===== config.mk =====
export PLATFORM = sky130hd
export DESIGN_NAME = alarm_trigger
export DESIGN_NICKNAME = d
export VERILOG_FILES = /design/src/rtl/alarm_trigger.sv
export SDC_FILE = /design/constraint.sdc
export NUM_CORES = 1
export LEC_CHECK = 0
export BUFFER_PORTS_ARGS = -buffer_cell sky130_fd_sc_hd__buf_2
export CAP_MARGIN = 20
export CORE_UTILIZATION = 50
export DETAILED_ROUTE_END_ITERATION = 16
export PLACE_DENSITY = 0.8
export SKIP_CTS_REPAIR_TIMING = 1
export SYNTH_ARGS = -nofsm -noshare
export SYNTH_HDL_FRONTEND = slang
export SYNTH_SLANG_ARGS = --single-unit

===== constraint.sdc =====
create_clock -name clk -period 2.7 [get_ports clk]
set_input_delay 0 -clock clk [delete_from_list [all_inputs] [get_ports clk]]
set_output_delay 0 -clock clk [all_outputs]
set_load 0.05 [all_outputs]

===== src/rtl/alarm_trigger.sv =====
// Alarm decision logic: compares the RTC time against the user alarm setting and
// sequences ringing, snooze and dismiss using an internal 1 s tick.
module alarm_trigger #(
    parameter int sys_clk_freq = 100_000_000,
    parameter int RING_SEC     = 60,
    parameter int SNOOZE_SEC   = 300,
    parameter int MAX_SNOOZE   = 3
) (
    input  logic       clk,
    input  logic       reset_p,
    input  logic       time_valid,
    input  logic [7:0] cur_hour,
    input  logic [7:0] cur_min,
    input  logic [7:0] cur_sec,
    input  logic [7:0] set_hour,
    input  logic [7:0] set_min,
    input  logic       alarm_en,
    input  logic       btn_stop,
    input  logic       btn_snooze,
    output logic       alarm,
    output logic [1:0] state,
    output logic [3:0] snooze_cnt
);

    localparam int TICK_W = (sys_clk_freq > 1) ? $clog2(sys_clk_freq) : 1;
    localparam logic [TICK_W-1:0] TICK_LAST   = TICK_W'(sys_clk_freq - 1);
    localparam logic [15:0]       RING_LAST   = 16'(RING_SEC - 1);
    localparam logic [15:0]       SNOOZE_LAST = 16'(SNOOZE_SEC - 1);
    localparam logic [3:0]        SNOOZE_MAX  = 4'(MAX_SNOOZE);

    typedef enum logic [1:0] {
        DISARMED = 2'b00,
        ARMED    = 2'b01,
        RINGING  = 2'b10,
        SNOOZE   = 2'b11
    } state_t;

    state_t            fsm;
    logic [TICK_W-1:0] tick_cnt;
    logic [15:0]       sec_cnt;
    logic              fired;

    logic tick;
    logic match;
    logic time_moved;
    logic ring_done;
    logic snooze_done;
    logic can_snooze;

    assign tick        = (tick_cnt == TICK_LAST);
    assign match       = time_valid && (cur_hour == set_hour) && (cur_min == set_min)
                         && (cur_sec == 8'h00);
    assign time_moved  = time_valid && ((cur_min != set_min) || (cur_hour != set_hour));
    assign ring_done   = tick && (sec_cnt == RING_LAST);
    assign snooze_done = tick && (sec_cnt == SNOOZE_LAST);
    assign can_snooze  = (snooze_cnt < SNOOZE_MAX);

    assign state = fsm;

    // Every state change also restarts the tick counter so the first second of a
    // state is a full second long; alarm is registered alongside the state.
    always_ff @(posedge clk or posedge reset_p) begin
        if (reset_p) begin
            fsm        <= DISARMED;
            alarm      <= 1'b0;
            snooze_cnt <= 4'd0;
            tick_cnt   <= '0;
            sec_cnt    <= 16'd0;
            fired      <= 1'b0;
        end else begin
            tick_cnt <= tick ? '0 : tick_cnt + 1'b1;

            if (time_moved) begin
                fired <= 1'b0;
            end

            if (!alarm_en) begin
                if (fsm != DISARMED) begin
                    fsm      <= DISARMED;
                    tick_cnt <= '0;
                end
                alarm <= 1'b0;
            end else begin
                case (fsm)
                    DISARMED: begin
                        fsm      <= ARMED;
                        tick_cnt <= '0;
                    end

                    ARMED: begin
                        if (match && !fired) begin
                            fsm        <= RINGING;
                            alarm      <= 1'b1;
                            fired      <= 1'b1;
                            snooze_cnt <= 4'd0;
                            sec_cnt    <= 16'd0;
                            tick_cnt   <= '0;
                        end
                    end

                    RINGING: begin
                        if (btn_stop) begin
                            fsm      <= ARMED;
                            alarm    <= 1'b0;
                            tick_cnt <= '0;
                        end else if (btn_snooze) begin
                            // Once the snooze allowance is used up the button dismisses instead.
                            if (can_snooze) begin
                                fsm        <= SNOOZE;
                                snooze_cnt <= snooze_cnt + 4'd1;
                                sec_cnt    <= 16'd0;
                            end else begin
                                fsm <= ARMED;
                            end
                            alarm    <= 1'b0;
                            tick_cnt <= '0;
                        end else if (tick) begin
                            if (ring_done) begin
                                fsm      <= ARMED;
                                alarm    <= 1'b0;
                                tick_cnt <= '0;
                            end else begin
                                sec_cnt <= sec_cnt + 16'd1;
                            end
                        end
                    end

                    SNOOZE: begin
                        if (btn_stop) begin
                            fsm      <= ARMED;
                            tick_cnt <= '0;
                        end else if (tick) begin
                            if (snooze_done) begin
                                fsm      <= RINGING;
                                alarm    <= 1'b1;
                                sec_cnt  <= 16'd0;
                                tick_cnt <= '0;
                            end else begin
                                sec_cnt <= sec_cnt + 16'd1;
                            end
                        end
                    end

                    default: begin
                        fsm   <= DISARMED;
                        alarm <= 1'b0;
                    end
                endcase
            end
        end
    end

endmodule


==> impl_metrics.ini <==
[clock_tree]
h-tree-depth = 2
clock_sink_count = 51
cts_buffers = 5
clock_latency_ns = 0.32
clk_pin_slew_worst_paths_ns = 0.10
tritoncts = done
clock_path_buffers = 2
cts_root_buffer = sky130_fd_sc_hd__clkbuf_8

[layout]
final_layout_size_suffix_gt1_share_pct = 22.9
area_growth_syn_to_layout_pct = 17.5
utilization_of_the_core_after_routing_pct = 61.4
multi_input_comb_area_um2 = 2000
finalNonFillerCells = 509
layout.cells.most_common = sky130_fd_sc_hd__buf_2
antenna_cells = 0
num-nets-final = 484
ff_latch_area_um2 = 1280
fillers = 562
layout_common_cells = sky130_fd_sc_hd__buf_2, sky130_fd_sc_hd__dfrtp_1, sky130_fd_sc_hd__nand2_1

[placement]
gpl.final_weighted_congestion = 0.888
buffer_ports.inserted = 52
hpwlAfterDp_um = 5470
numPlacedInstances = 496

[synthesis]
synth-seq-cells = 51
synth.cell_area_um2 = 3340
ys_seq_area_share_pct = 38.2
synthesis.nets = 427
synth_async_sr_flop_share_pct = 100
mean_cell_area_of_the_mapped_netlist_um2 = 8.92
commonest_register_cell_after_synthesis = sky130_fd_sc_hd__dfrtp_1
postSynthCellCount = 374
synth.distinct_cells = 47
yosys_warnings = 0
edff_count_synth = 0

[worst_setup_path]
critical_path.endpoint = sec_cnt[4]
timing.critical_path.required_ns = 2.92
critical_path.startpoint = tick_cnt[19]
startpoint_type = register
timing.rr.end = sec_cnt[4]
timing.reg2reg.worst_path_depth = 6
rr_startpoint = tick_cnt[19]
worstSetupEndpointType = register
worstPathArrival_ns = 2.86
crit_fanout = 7
worst-r2r-setup-slack_ns = 0.07
criticalPathCategory = reg -> reg

[drt]
vias_per_cell = 6.06
routed.top_layer = met4
detail_route.drc_violations = 0
dr_total_vias = 3085
drt-met1-wl_um = 3700
first_pass_iters = 4
detailroute.wirelength.met2_um = 3880
ant_nets_after_route = 0
routedWlPerCell_um = 15.9
wl_met3_um = 425
initialDrtViolationCount = 203
drt_wl_total_um = 8120

[hold_path]
min-delay-path-class = in -> reg

[power]
power.density_cell_area_nw_per_um2 = 614
vdd_drop_max_v = 0.000567
power_uw = 2410
power.leakage_uw = 0.00171

[floorplan]
die_x_um = 83.7
coreArea_um2 = 6390
floorplan.rows = 29
floorplan.initialDensity_pct = 52.3
dieHeight_um = 83.7
floorplan.die_area_um2 = 7000
top_level_ports = 53

[timing]
finalClockSkew_ns = 0.0146
slew_violations = 0
timing.final.setup_violations = 0
slew_headroom_pct = 32.7
achievable-frequency_mhz = 380
finalHoldWorstSlack_ns = 0.0377
setup_repair_after_global_routing_missed_its_margin = true
final-hold-violation-count = 0
final.period_utilization_pct = 97.5
max_slew.worst_pin.slew_ns = 1.01
fin_crit_ns = 2.63
fin_tns_setup_ns = 0

[global_route]
first_global_vias = 2961
first_pass_grt_wire_length_um = 13600
grt_antenna_before_repair = 0
grt_overflow_total = 0
overall_fraction_of_global_route_tracks_in_use_pct = 23.6
maximum_number_of_pins_on_one_net_before_global_route_repair = 52

[outcome]
status = complete, no violations

[run]
maxCapViolCount = 0
cell usage after synthesis (2+ instances only):
| cell | instances | area [µm²] |
|---|---|---|
| sky130_fd_sc_hd__nor2b_1 | 6 | 37.5 |
| sky130_fd_sc_hd__xor2_1 | 34 | 298 |
| sky130_fd_sc_hd__o21ai_1 | 8 | 40.0 |
| sky130_fd_sc_hd__o41ai_1 | 18 | 158 |
| sky130_fd_sc_hd__nor2_1 | 17 | 63.8 |
| sky130_fd_sc_hd__o21ai_0 | 6 | 30.0 |
| sky130_fd_sc_hd__nor3b_1 | 8 | 60.1 |
| sky130_fd_sc_hd__inv_1 | 10 | 37.5 |
| sky130_fd_sc_hd__dfrtp_1 | 51 | 1280 |
| sky130_fd_sc_hd__xnor2_1 | 7 | 61.3 |
| sky130_fd_sc_hd__nor4b_1 | 2 | 17.5 |
| sky130_fd_sc_hd__buf_2 | 2 | 10.0 |
| sky130_fd_sc_hd__o31ai_2 | 4 | 50.1 |
| sky130_fd_sc_hd__nor3_1 | 16 | 80.1 |
| sky130_fd_sc_hd__ha_1 | 7 | 87.6 |
| sky130_fd_sc_hd__nand4_1 | 10 | 62.6 |
| sky130_fd_sc_hd__nand2_1 | 37 | 139 |
| sky130_fd_sc_hd__nand3_1 | 17 | 85.1 |
| sky130_fd_sc_hd__a21oi_1 | 32 | 160 |
| sky130_fd_sc_hd__o31ai_1 | 4 | 30.0 |
| sky130_fd_sc_hd__a31oi_1 | 2 | 12.5 |
| sky130_fd_sc_hd__and4_1 | 9 | 78.8 |
| sky130_fd_sc_hd__or3_1 | 5 | 31.3 |
| sky130_fd_sc_hd__and2_1 | 5 | 31.3 |
| sky130_fd_sc_hd__nor4_1 | 11 | 68.8 |
| sky130_fd_sc_hd__and3_1 | 4 | 25.0 |
| sky130_fd_sc_hd__nand2b_1 | 8 | 50.1 |
| sky130_fd_sc_hd__clkbuf_1 | 15 | 56.3 |
flip-flops by register name, summed over array words and instances, names as in the netlist:
| register | flops |
|---|---|
| tick_cnt | 27 |
| sec_cnt | 16 |
| fired | 1 |
| snooze_cnt | 4 |
| state | 2 |
| alarm | 1 |
area by class of cell:
class	count	area share, %
Multi-Input combinational cell	295	50.9
Sequential cell	51	32.7
Timing Repair Buffer	68	10.2
Tap cell	77	2.46
Clock buffer	6	1.85
Clock inverter	2	0.958
Inverter	10	0.958
through the flow:
| stage | instance area (µm²) | setup WS [ns] |
|---|---|---|
| floorplan | 3350 | 0.0157 |
| global placement | 3710 | 0.173 |
| detailed placement | 3710 | 0.0944 |
| CTS | 3820 | 0.0568 |
| global route | 3920 | -0.0651 |
| finish | 3920 | 0.0677 |
power by group:
| part | leakage (µW) | internal [µW] | switching (µW) |
|---|---|---|---|
| clock | 0.0000514 | 277 | 269 |
| sequential | 0.000702 | 816 | 56.3 |
| combinational | 0.000954 | 345 | 643 |
| total | 0.00171 | 1440 | 967 |
worst min path at each step:
stage / to / depth (start not counted) / startpoint
after floorplan: fired / 1 / time_valid
after global placement: fired / 2 / time_valid
after detailed placement: fired / 2 / time_valid
after CTS: fired / 2 / time_valid
after global routing: alarm / 3 / alarm_en
final: alarm / 3 / alarm_en
cell families (layout without fill, tap and decap cells):
family,after synthesis,after routing,synth area share [%]
flip-flops,51,51,38.2
AND/OR/NAND/NOR,163,164,27.9
adder cells (fa/ha/maj),7,7,2.62
AO/OA/AOI/OAI,81,81,16.3
buffers and inverters,29,86,3.56
XOR/XNOR,41,41,10.8
multiplexers,2,2,0.637
metal layers:
metal | vias up | global-route usage, %
met5 | - | 0
met4 | 0 | 7.24
met3 | 9 | 4.25
met2 | 89 | 40.0
met1 | 1492 | 30.7
li1 | 1495 | -
worst max-delay path, cell delays in order, from the launching register on:
cell	delay, ns
sky130_fd_sc_hd__dfrtp_1	0.41
sky130_fd_sc_hd__or3b_4	0.42
sky130_fd_sc_hd__nor4_4	0.29
sky130_fd_sc_hd__a31oi_1	0.12
sky130_fd_sc_hd__or3_4	0.41
sky130_fd_sc_hd__or4_4	0.64
sky130_fd_sc_hd__o31ai_2	0.23
Note: power is estimated with default switching activity, not from simulation.
